--- src/rtl/mips_pkg.sv ---
// Shared types and defaults for the MIPS-style register bank.
package mips_pkg;

  localparam int unsigned REG_DATA_W = 32;
  localparam int unsigned REG_ADDR_W = 5;

  localparam logic [REG_ADDR_W-1:0] ZERO_ADDR = '0;

  typedef enum logic [1:0] {
    IDLE  = 2'd0,
    CLEAR = 2'd1,
    DONE  = 2'd2
  } rf_state_t;

endpackage

--- src/rtl/registers_bank_if.sv ---
// Decode/writeback-side bus of the register bank: two read ports, one write port, soft clear.
interface registers_bank_if
  import mips_pkg::*;
#(
  parameter int unsigned DATA_W = REG_DATA_W,
  parameter int unsigned ADDR_W = REG_ADDR_W
);

  logic [ADDR_W-1:0] rd_addr1;
  logic [ADDR_W-1:0] rd_addr2;
  logic [ADDR_W-1:0] wr_addr;
  logic [DATA_W-1:0] wr_data;
  logic              reg_write;
  logic              clear_req;
  logic [DATA_W-1:0] rd_data1;
  logic [DATA_W-1:0] rd_data2;
  logic              busy;
  logic              clear_done;

  modport master (
    output rd_addr1, rd_addr2, wr_addr, wr_data, reg_write, clear_req,
    input  rd_data1, rd_data2, busy, clear_done
  );

  modport slave (
    input  rd_addr1, rd_addr2, wr_addr, wr_data, reg_write, clear_req,
    output rd_data1, rd_data2, busy, clear_done
  );

endinterface

--- src/rtl/rf_read_port.sv ---
// One combinational read port: busy / zero-register / range gating, then bypass, then storage.
module rf_read_port
  import mips_pkg::*;
#(
  parameter int unsigned DATA_W   = REG_DATA_W,
  parameter int unsigned ADDR_W   = REG_ADDR_W,
  parameter int unsigned DEPTH    = 2 ** ADDR_W,
  parameter int unsigned ZERO_REG = 1,
  parameter int unsigned BYPASS   = 1
) (
  input  logic [ADDR_W-1:0]             addr_i,
  input  logic [DEPTH-1:0][DATA_W-1:0]  mem_i,
  input  logic                          busy_i,
  input  logic                          wr_ok_i,
  input  logic [ADDR_W-1:0]             wr_addr_i,
  input  logic [DATA_W-1:0]             wr_data_i,
  output logic [DATA_W-1:0]             rd_data_o
);

  logic addr_zero;
  logic addr_ok;

  assign addr_zero = (ZERO_REG != 0) && (addr_i == ADDR_W'(ZERO_ADDR));
  assign addr_ok   = 32'(addr_i) < DEPTH;

  always_comb begin
    rd_data_o = '0;
    if (busy_i || addr_zero || !addr_ok) begin
      rd_data_o = '0;
    end else if ((BYPASS != 0) && wr_ok_i && (addr_i == wr_addr_i)) begin
      rd_data_o = wr_data_i;
    end else begin
      // Loop compare avoids index-width issues when DEPTH is not a power of two.
      for (int unsigned i = 0; i < DEPTH; i++) begin
        if (addr_i == ADDR_W'(i)) begin
          rd_data_o = mem_i[i];
        end
      end
    end
  end

endmodule

--- src/rtl/registers_bank.sv ---
// Parametrised register file with synchronous writes, dual combinational reads and a
// soft-clear sequencer that zeroes one entry per cycle.
module registers_bank
  import mips_pkg::*;
#(
  parameter int unsigned DATA_W   = REG_DATA_W,
  parameter int unsigned ADDR_W   = REG_ADDR_W,
  parameter int unsigned DEPTH    = 2 ** ADDR_W,
  parameter int unsigned ZERO_REG = 1,
  parameter int unsigned BYPASS   = 1
) (
  input logic             clk,
  input logic             reset,
  registers_bank_if.slave bus
);

  logic [DEPTH-1:0][DATA_W-1:0] mem_q, mem_d;
  rf_state_t                    state_q, state_d;
  logic [ADDR_W-1:0]            ptr_q, ptr_d;
  logic                         busy;
  logic                         addr_ok;
  logic                         addr_zero;
  logic                         write_ok;

  assign busy      = (state_q == CLEAR);
  assign addr_ok   = 32'(bus.wr_addr) < DEPTH;
  assign addr_zero = (ZERO_REG != 0) && (bus.wr_addr == ADDR_W'(ZERO_ADDR));
  assign write_ok  = bus.reg_write && !busy && addr_ok && !addr_zero;

  always_comb begin
    state_d = state_q;
    ptr_d   = ptr_q;
    unique case (state_q)
      IDLE: begin
        if (bus.clear_req) begin
          state_d = CLEAR;
          ptr_d   = '0;
        end
      end
      CLEAR: begin
        ptr_d = ptr_q + 1'b1;
        // Explicit end compare so a full 2**ADDR_W sweep never relies on wrap-around.
        if (ptr_q == ADDR_W'(DEPTH - 1)) begin
          state_d = DONE;
        end
      end
      DONE:    state_d = IDLE;
      default: state_d = IDLE;
    endcase
  end

  always_comb begin
    mem_d = mem_q;
    for (int unsigned i = 0; i < DEPTH; i++) begin
      if (busy && (ptr_q == ADDR_W'(i))) begin
        mem_d[i] = '0;
      end else if (write_ok && (bus.wr_addr == ADDR_W'(i))) begin
        mem_d[i] = bus.wr_data;
      end
    end
  end

  always_ff @(posedge clk or posedge reset) begin
    if (reset) begin
      state_q <= IDLE;
      ptr_q   <= '0;
      mem_q   <= '0;
    end else begin
      state_q <= state_d;
      ptr_q   <= ptr_d;
      mem_q   <= mem_d;
    end
  end

  assign bus.busy       = busy;
  assign bus.clear_done = (state_q == DONE);

  rf_read_port #(
    .DATA_W  (DATA_W),
    .ADDR_W  (ADDR_W),
    .DEPTH   (DEPTH),
    .ZERO_REG(ZERO_REG),
    .BYPASS  (BYPASS)
  ) u_rd_port1 (
    .addr_i   (bus.rd_addr1),
    .mem_i    (mem_q),
    .busy_i   (busy),
    .wr_ok_i  (write_ok),
    .wr_addr_i(bus.wr_addr),
    .wr_data_i(bus.wr_data),
    .rd_data_o(bus.rd_data1)
  );

  rf_read_port #(
    .DATA_W  (DATA_W),
    .ADDR_W  (ADDR_W),
    .DEPTH   (DEPTH),
    .ZERO_REG(ZERO_REG),
    .BYPASS  (BYPASS)
  ) u_rd_port2 (
    .addr_i   (bus.rd_addr2),
    .mem_i    (mem_q),
    .busy_i   (busy),
    .wr_ok_i  (write_ok),
    .wr_addr_i(bus.wr_addr),
    .wr_data_i(bus.wr_data),
    .rd_data_o(bus.rd_data2)
  );

endmodule

--- src/flat_wrapper.sv ---
// flat-port wrapper written by rule: the top's interface ports become plain ports
module registers_bank_flat import mips_pkg::*;
#(
  parameter int unsigned DATA_W   = REG_DATA_W,
  parameter int unsigned ADDR_W   = REG_ADDR_W,
  parameter int unsigned DEPTH    = 2 ** ADDR_W,
  parameter int unsigned ZERO_REG = 1,
  parameter int unsigned BYPASS   = 1
)
  (clk, reset, bus_rd_addr1, bus_rd_addr2, bus_wr_addr, bus_wr_data, bus_reg_write, bus_clear_req, bus_rd_data1, bus_rd_data2, bus_busy, bus_clear_done);
  registers_bank_if #(.DATA_W(DATA_W), .ADDR_W(ADDR_W)) bus_i ();
  input logic clk;
  input logic reset;
  input wire logic [$bits(bus_i.rd_addr1)-1:0] bus_rd_addr1;
  input wire logic [$bits(bus_i.rd_addr2)-1:0] bus_rd_addr2;
  input wire logic [$bits(bus_i.wr_addr)-1:0] bus_wr_addr;
  input wire logic [$bits(bus_i.wr_data)-1:0] bus_wr_data;
  input wire logic [$bits(bus_i.reg_write)-1:0] bus_reg_write;
  input wire logic [$bits(bus_i.clear_req)-1:0] bus_clear_req;
  output wire logic [$bits(bus_i.rd_data1)-1:0] bus_rd_data1;
  output wire logic [$bits(bus_i.rd_data2)-1:0] bus_rd_data2;
  output wire logic [$bits(bus_i.busy)-1:0] bus_busy;
  output wire logic [$bits(bus_i.clear_done)-1:0] bus_clear_done;
  assign bus_i.rd_addr1 = bus_rd_addr1;
  assign bus_i.rd_addr2 = bus_rd_addr2;
  assign bus_i.wr_addr = bus_wr_addr;
  assign bus_i.wr_data = bus_wr_data;
  assign bus_i.reg_write = bus_reg_write;
  assign bus_i.clear_req = bus_clear_req;
  assign bus_rd_data1 = bus_i.rd_data1;
  assign bus_rd_data2 = bus_i.rd_data2;
  assign bus_busy = bus_i.busy;
  assign bus_clear_done = bus_i.clear_done;
  registers_bank #(.DATA_W(DATA_W), .ADDR_W(ADDR_W), .DEPTH(DEPTH), .ZERO_REG(ZERO_REG), .BYPASS(BYPASS)) u_core (.clk(clk), .reset(reset), .bus(bus_i));
endmodule
--- config.mk ---
export PLATFORM = sky130hd
export DESIGN_NAME = registers_bank_flat
export DESIGN_NICKNAME = d
export VERILOG_FILES = /design/src/rtl/mips_pkg.sv /design/src/rtl/registers_bank_if.sv /design/src/rtl/rf_read_port.sv /design/src/rtl/registers_bank.sv /design/src/flat_wrapper.sv
export SDC_FILE = /design/constraint.sdc
export NUM_CORES = 2
export LEC_CHECK = 0
export ABC_AREA = 1
export CAP_MARGIN = 20
export CORE_MARGIN = 1
export CORE_UTILIZATION = 30
export CTS_CLUSTER_DIAMETER = 60
export CTS_CLUSTER_SIZE = 25
export DETAILED_ROUTE_END_ITERATION = 7
export PLACE_DENSITY_LB_ADDON = 0.3
export RECOVER_POWER = 100
export SLEW_MARGIN = 0
export SYNTH_ARGS = -nofsm -noshare
export SYNTH_HDL_FRONTEND = slang
export SYNTH_SLANG_ARGS = --single-unit
--- constraint.sdc ---
create_clock -name clk -period 43.2 [get_ports clk]
set_clock_uncertainty 0.05 [all_clocks]
set_input_delay 6.48 -clock clk [delete_from_list [all_inputs] [get_ports clk]]
set_output_delay 6.48 -clock clk [all_outputs]
set_load 0.02 [all_outputs]
---- Word level (Yosys, flattened, before mapping) ----
Index checks and enable logic that the tools add are counted.
storage, ports and cells
  bits in read-only memories .............. 0
  memory bits (writable) .................. 0
  output and inout port bits .............. 66
  bits in latches ......................... 0
  register bits ........................... 1,031
  input bits .............................. 51
  memories ................................ 0
operators by class
  shifts and indexed selects .............. 0
  muxes and demuxes ....................... 137
  div/mod/pow operators ................... 0
  reduce and logical (&&, ||, !) cells .... 112
  $lt $le $gt $ge ......................... 0
  add/subtract/negate cells ............... 1
  multipliers ............................. 0
  equality and inequality tests ........... 130
  bitwise gates (word level) .............. 0
operators by type and width
  kind                   number
  $mux W32               132
  $eq A5 B5 Y1 const B   64
  $eq A5 B4 Y1 const B   32
  $eq A5 B3 Y1 const B   16
  $logic_and A1 B1 Y1    68
  $reduce_bool A2 Y1     33
  $eq A5 B2 Y1 const B   8
  $eq A5 B1 Y1 const B   4
  $logic_not A5 Y1       4
  $eq A5 B5 Y1           2
  $pmux W5 S2            1
  $add A5 B1 Y5 const B  1
  $mux W5                1
  $mux W2                2
  $ne A2 B2 Y1 const B   2
  $pmux W2 S2            1
  $reduce_and A2 Y1      2
  $eq A2 B1 Y1 const B   1
  $eq A2 B2 Y1 const B   1
  $logic_not A1 Y1       2
  $logic_not A2 Y1       1
  $logic_or A1 B1 Y1     2

---- Longest topological paths before layout ----
  word-level depth ........................ 35
  depth in mapped cells ................... 25

---- Modules after synthesis ----
Synthesis repeated with hierarchy kept, for this count alone.
unflattened totals
  cell total of the unflattened synthesis .. 9,082
  area, all modules ....................... 59,943.7 um2
modules (own cells, without submodules)
  module          times used  cells each  area each (um2)
  registers_bank  1           4,762       41,576.1
  rf_read_port    2           2,160       9,183.8

---- Least setup slack after synthesis ----
Ideal clock, no wire load.
  kind .................................... input to output
  start ................................... input bus_rd_addr2[4]
  end ..................................... output bus_rd_data2[13]
  stages .................................. 19
  arrival ................................. 8,550 ps
  path slack .............................. 28,120 ps
  path through ............................ buf_4 inv_2 buf_4 buf_2 nand2_1 inv_1 clkbuf_1 nand2_1 nand4_1 nand2_1 nand3_1 nand2_1 nand3_1 nand2_1 nand4_1 nand2_1 nand4_1 nor2_1 nor2_1
on the way
  longest elaborated chain between the ends .. 35
ends and longest elaborated chain
  element                  line                                    RTL
  from (decl)              flat_wrapper.sv:15                      input wire logic [$bits(bus_i.rd_addr2)-1:0] bus_rd_addr2;
  $logic_not A5 Y1         rf_read_port.sv:23, rf_read_port.sv:35
  $mux W32 (32 in series)  rf_read_port.sv:35                      if (addr_i == ADDR_W'(i)) begin
  $mux W32                 rf_read_port.sv:30                      end else if ((BYPASS != 0) && wr_ok_i && (addr_i == wr_addr_i)) begin
  $mux W32 *               rf_read_port.sv:28                      if (busy_i || addr_zero || !addr_ok) begin
  to (decl)                flat_wrapper.sv:21                      output wire logic [$bits(bus_i.rd_data2)-1:0] bus_rd_data2;
Every way passes the cells marked *; elsewhere a longest branch is shown, timed or not.

---- Final worst setup path ----
  start ................................... input bus_rd_addr2[4]
  end ..................................... output bus_rd_data2[10]
The elaborated chain is that of the path after synthesis.

==> results.md <==
- Vias in the first global route: 53447
- Fin nets: 7598
- Status: finished, violations left
- Hold Worst Slack: 0.468 ns
- Tcrit/Tclk final: 48.4%
- Relative slew slack: -506%
- Violated checks: capacitance limit, slew limit
- Clk network pwr share: 31.8%
- First-pass detailed-route iteration total: 6
- Die Ht: 431 µm
- PortBufs: 116
- Fmax: 47.8 MHz
- Sequential power share: 46.1%
- Fin Setup TNS: 0 ns
- Clock Path Buffers: 3
- Post-cts sizing count: 0
- Die Area: 0.186 mm²
- Vias per cell: 5.71
- Setup Buffers After CTS: 0
- Routed wire length: 277000 µm
- Tot Pwr: 2.92 mW
- Clock Tree Root: clkbuf_16
- Pwr Density: 46.9 mW/mm²
- Final hold violation count: 0
- Synth Register Bits: 1031
- WP data required: 36.67 ns
- Sw frac: 36.8%
- Top Ports: 117
- Yosys Warn Count: 0
- DR iter-0 viols: 8156
- Skew-Pair Late Insertion Delay: 0.75 ns
- TritonCTS Buffers: 91
- Reg2reg setup slack: 36.07 ns
- Ratio of cells with drive above 1 in the final layout: 5.28%
- All-Layer GR Usage: 29.0%
- Final Max Tran Viols: 2191
- Layout area overhead: 12.7%
- Dominant synthesized flop cell: dfrtp_1
- Fillers: 19606
- Asr flop ratio synth: 100%
- Critical path endpoint category: output pin
- Comb power frac: 22.1%
- Global-route wire length before repair: 393000 µm
- Post-DRT Antenna Nets: 0
- Cell Area, Synth: 0.0553 mm²
- Grt total ovfl: 0
- DR vias: 57665
- Unique masters post-synth: 31
- WL/cell: 27.4 µm
- PnR worst setup slack: 22.27 ns
- Slew @ Worst Pin: 9.09 ns
- Core ar.: 0.183 mm²
- CTS tree: yes
- GP Congestion: 0.973
- Pint: 1.84 mW
- Die X: 431 µm
- Synth Instances: 7640
- Initial antenna violation count: 14
- Mapped Avg Cell Area: 7.23 µm²
- Leakage: 26.6 nW
- Num Clock Sinks: 1031
- Register area share after synthesis: 46.7%
- Largest net degree at the start of global routing: 159
- H-tree levels: 3
- Pre-CTS worst setup slack: 23.98 ns
- Net Count, Synth: 7697
- Number of synthesized flops with an enable pin: 0
- Worst vdd ir: 28.0 µV
- Worst-path clk slew: 0.09 ns
- Max-cap violation count: 44
- Critical Path AT: 14.40 ns
- RSZ-0062 raised after global routing: no
- CP Max Fanout: 24
- Residual DRC: 0
- Period minus WS final: 20.93 ns
- Worst setup path class: input pin to output pin
- Hold Crit Class: flop to flop
- Initial Util: 30.2%
- NetSw: 1.07 mW
- Post-DP HPWL: 182000 µm
- CTS Hold Bufs: 0
- Num rows: 157
- Commonest cells after routing, fill and taps aside: 1830 x nand2_1, 1031 x dfrtp_1, 862 x inv_1
- Commonest non-fill, non-tap cell in the layout: nand2_1
- Worst setup SP type: input pin
- Final setup viols: 0
## cells in the mapped netlist (all sizes together), types with 3 or more instances
| master | instances | area (µm²) |
|---|---|---|
| nand2 | 1835 | 6900 |
| ha | 6 | 75.1 |
| or2 | 12 | 75.1 |
| clkinv | 27 | 101 |
| nor4 | 3 | 18.8 |
| nand4 | 409 | 2560 |
| nor2 | 726 | 2820 |
| nor3 | 4 | 25.0 |
| nand3b | 8 | 60.1 |
| buf | 89 | 488 |
| a21oi | 341 | 1710 |
| o21ai | 838 | 4190 |
| clkbuf | 438 | 1640 |
| dfrtp | 1031 | 25800 |
| o22ai | 380 | 2380 |
| inv | 879 | 3300 |
| xor2 | 7 | 61.3 |
| nand3 | 604 | 3040 |
## registers in the layout, indices dropped and copies added, names as in the netlist
name and cells:
u_core.mem_q 1024, u_core.ptr_q 5, u_core.state_q 2
## final timing paths
path / to / cells after the start / startpoint
worst min register to register: u_core.mem_q[20] / 2 / u_core.mem_q[20]
min in group asynchronous: u_core.mem_q[3] / 2 / reset
max in group asynchronous: u_core.mem_q[223] / 6 / reset
worst min-delay path: u_core.mem_q[20] / 2 / u_core.mem_q[20]
worst max register to register: u_core.mem_q[346] / 13 / u_core.state_q[0]
worst max-delay path: bus_rd_data2[10] / 25 / bus_rd_addr2[4]
## area by class of cell
cell class | count | area (µm²) | share of cell area, %
Clock buffer | 100 | 2380 | 3.83
Tap cell | 2464 | 3080 | 4.95
Multi-Input combinational cell | 5176 | 24000 | 38.6
Sequential cell | 1031 | 25800 | 41.4
Clock inverter | 70 | 885 | 1.42
Timing Repair Buffer | 335 | 2620 | 4.21
Inverter | 906 | 3400 | 5.46
Antenna cell | 18 | 45.0 | 0.0724
## power by group through the flow
stage / clock network (mW) / logic, mW / registers, mW
2_1_floorplan: 0 / 0.394 / 1.32
3_3_place_gp: 0 / 0.616 / 1.35
3_5_place_dp: 0 / 0.628 / 1.35
4_1_cts: 0.930 / 0.631 / 1.34
5_1_grt: 0.967 / 0.698 / 1.37
6_report: 0.927 / 0.644 / 1.35
## layer usage
layer | GRT usage [%] | routed length [µm] | part of all wire (%) | up-vias
li1 | - | - | - | 24952
met1 | 37.5 | 107000 | 39 | 28091
met2 | 41.8 | 117000 | 42 | 3827
met3 | 8.17 | 32400 | 12 | 791
met4 | 19.3 | 20700 | 7.5 | 4
met5 | 0 | 19 | 0.0069 | -
## worst max-delay path: stages
cell,delay (ns)
dlygate4sd3_1,1.14
inv_1,0.63
clkbuf_1,0.71
nand3_1,0.82
clkbuf_1,0.82
inv_1,0.23
nand2_1,0.11
nand3_1,0.10
nor2_1,0.20
nand4_1,0.23
nor2_1,0.20
nand4_1,0.18
nand2_1,0.12
nand4_1,0.29
nor2_1,0.22
nand4_1,0.17
nand2_1,0.11
nand3_1,0.22
nand2_1,0.18
nand4_1,0.13
nor2_1,0.13
nand4_1,0.09
nand2_1,0.11
a21oi_1,0.07
dlygate4sd3_1,0.66
## through the flow
step,std cells,utilization [%],area [µm²]
2_1_floorplan,7640,-,55300
3_3_place_gp,9905,32.3,59100
3_5_place_dp,9907,32.3,59200
4_1_cts,10077,34.1,62400
5_1_grt,10083,34.0,62200
6_report,10100,34.0,62300
## logic make-up after synthesis
family / Yosys count / synth area share [%]
adder cells (fa/ha/maj): 6 / 0.136
XOR/XNOR: 7 / 0.111
buffers and inverters: 1433 / 10.0
AND/OR/NAND/NOR: 3601 / 28.0
AO/OA/AOI/OAI: 1562 / 15.0
flip-flops: 1031 / 46.7
No activity file was read; power rests on OpenSTA's default activity.
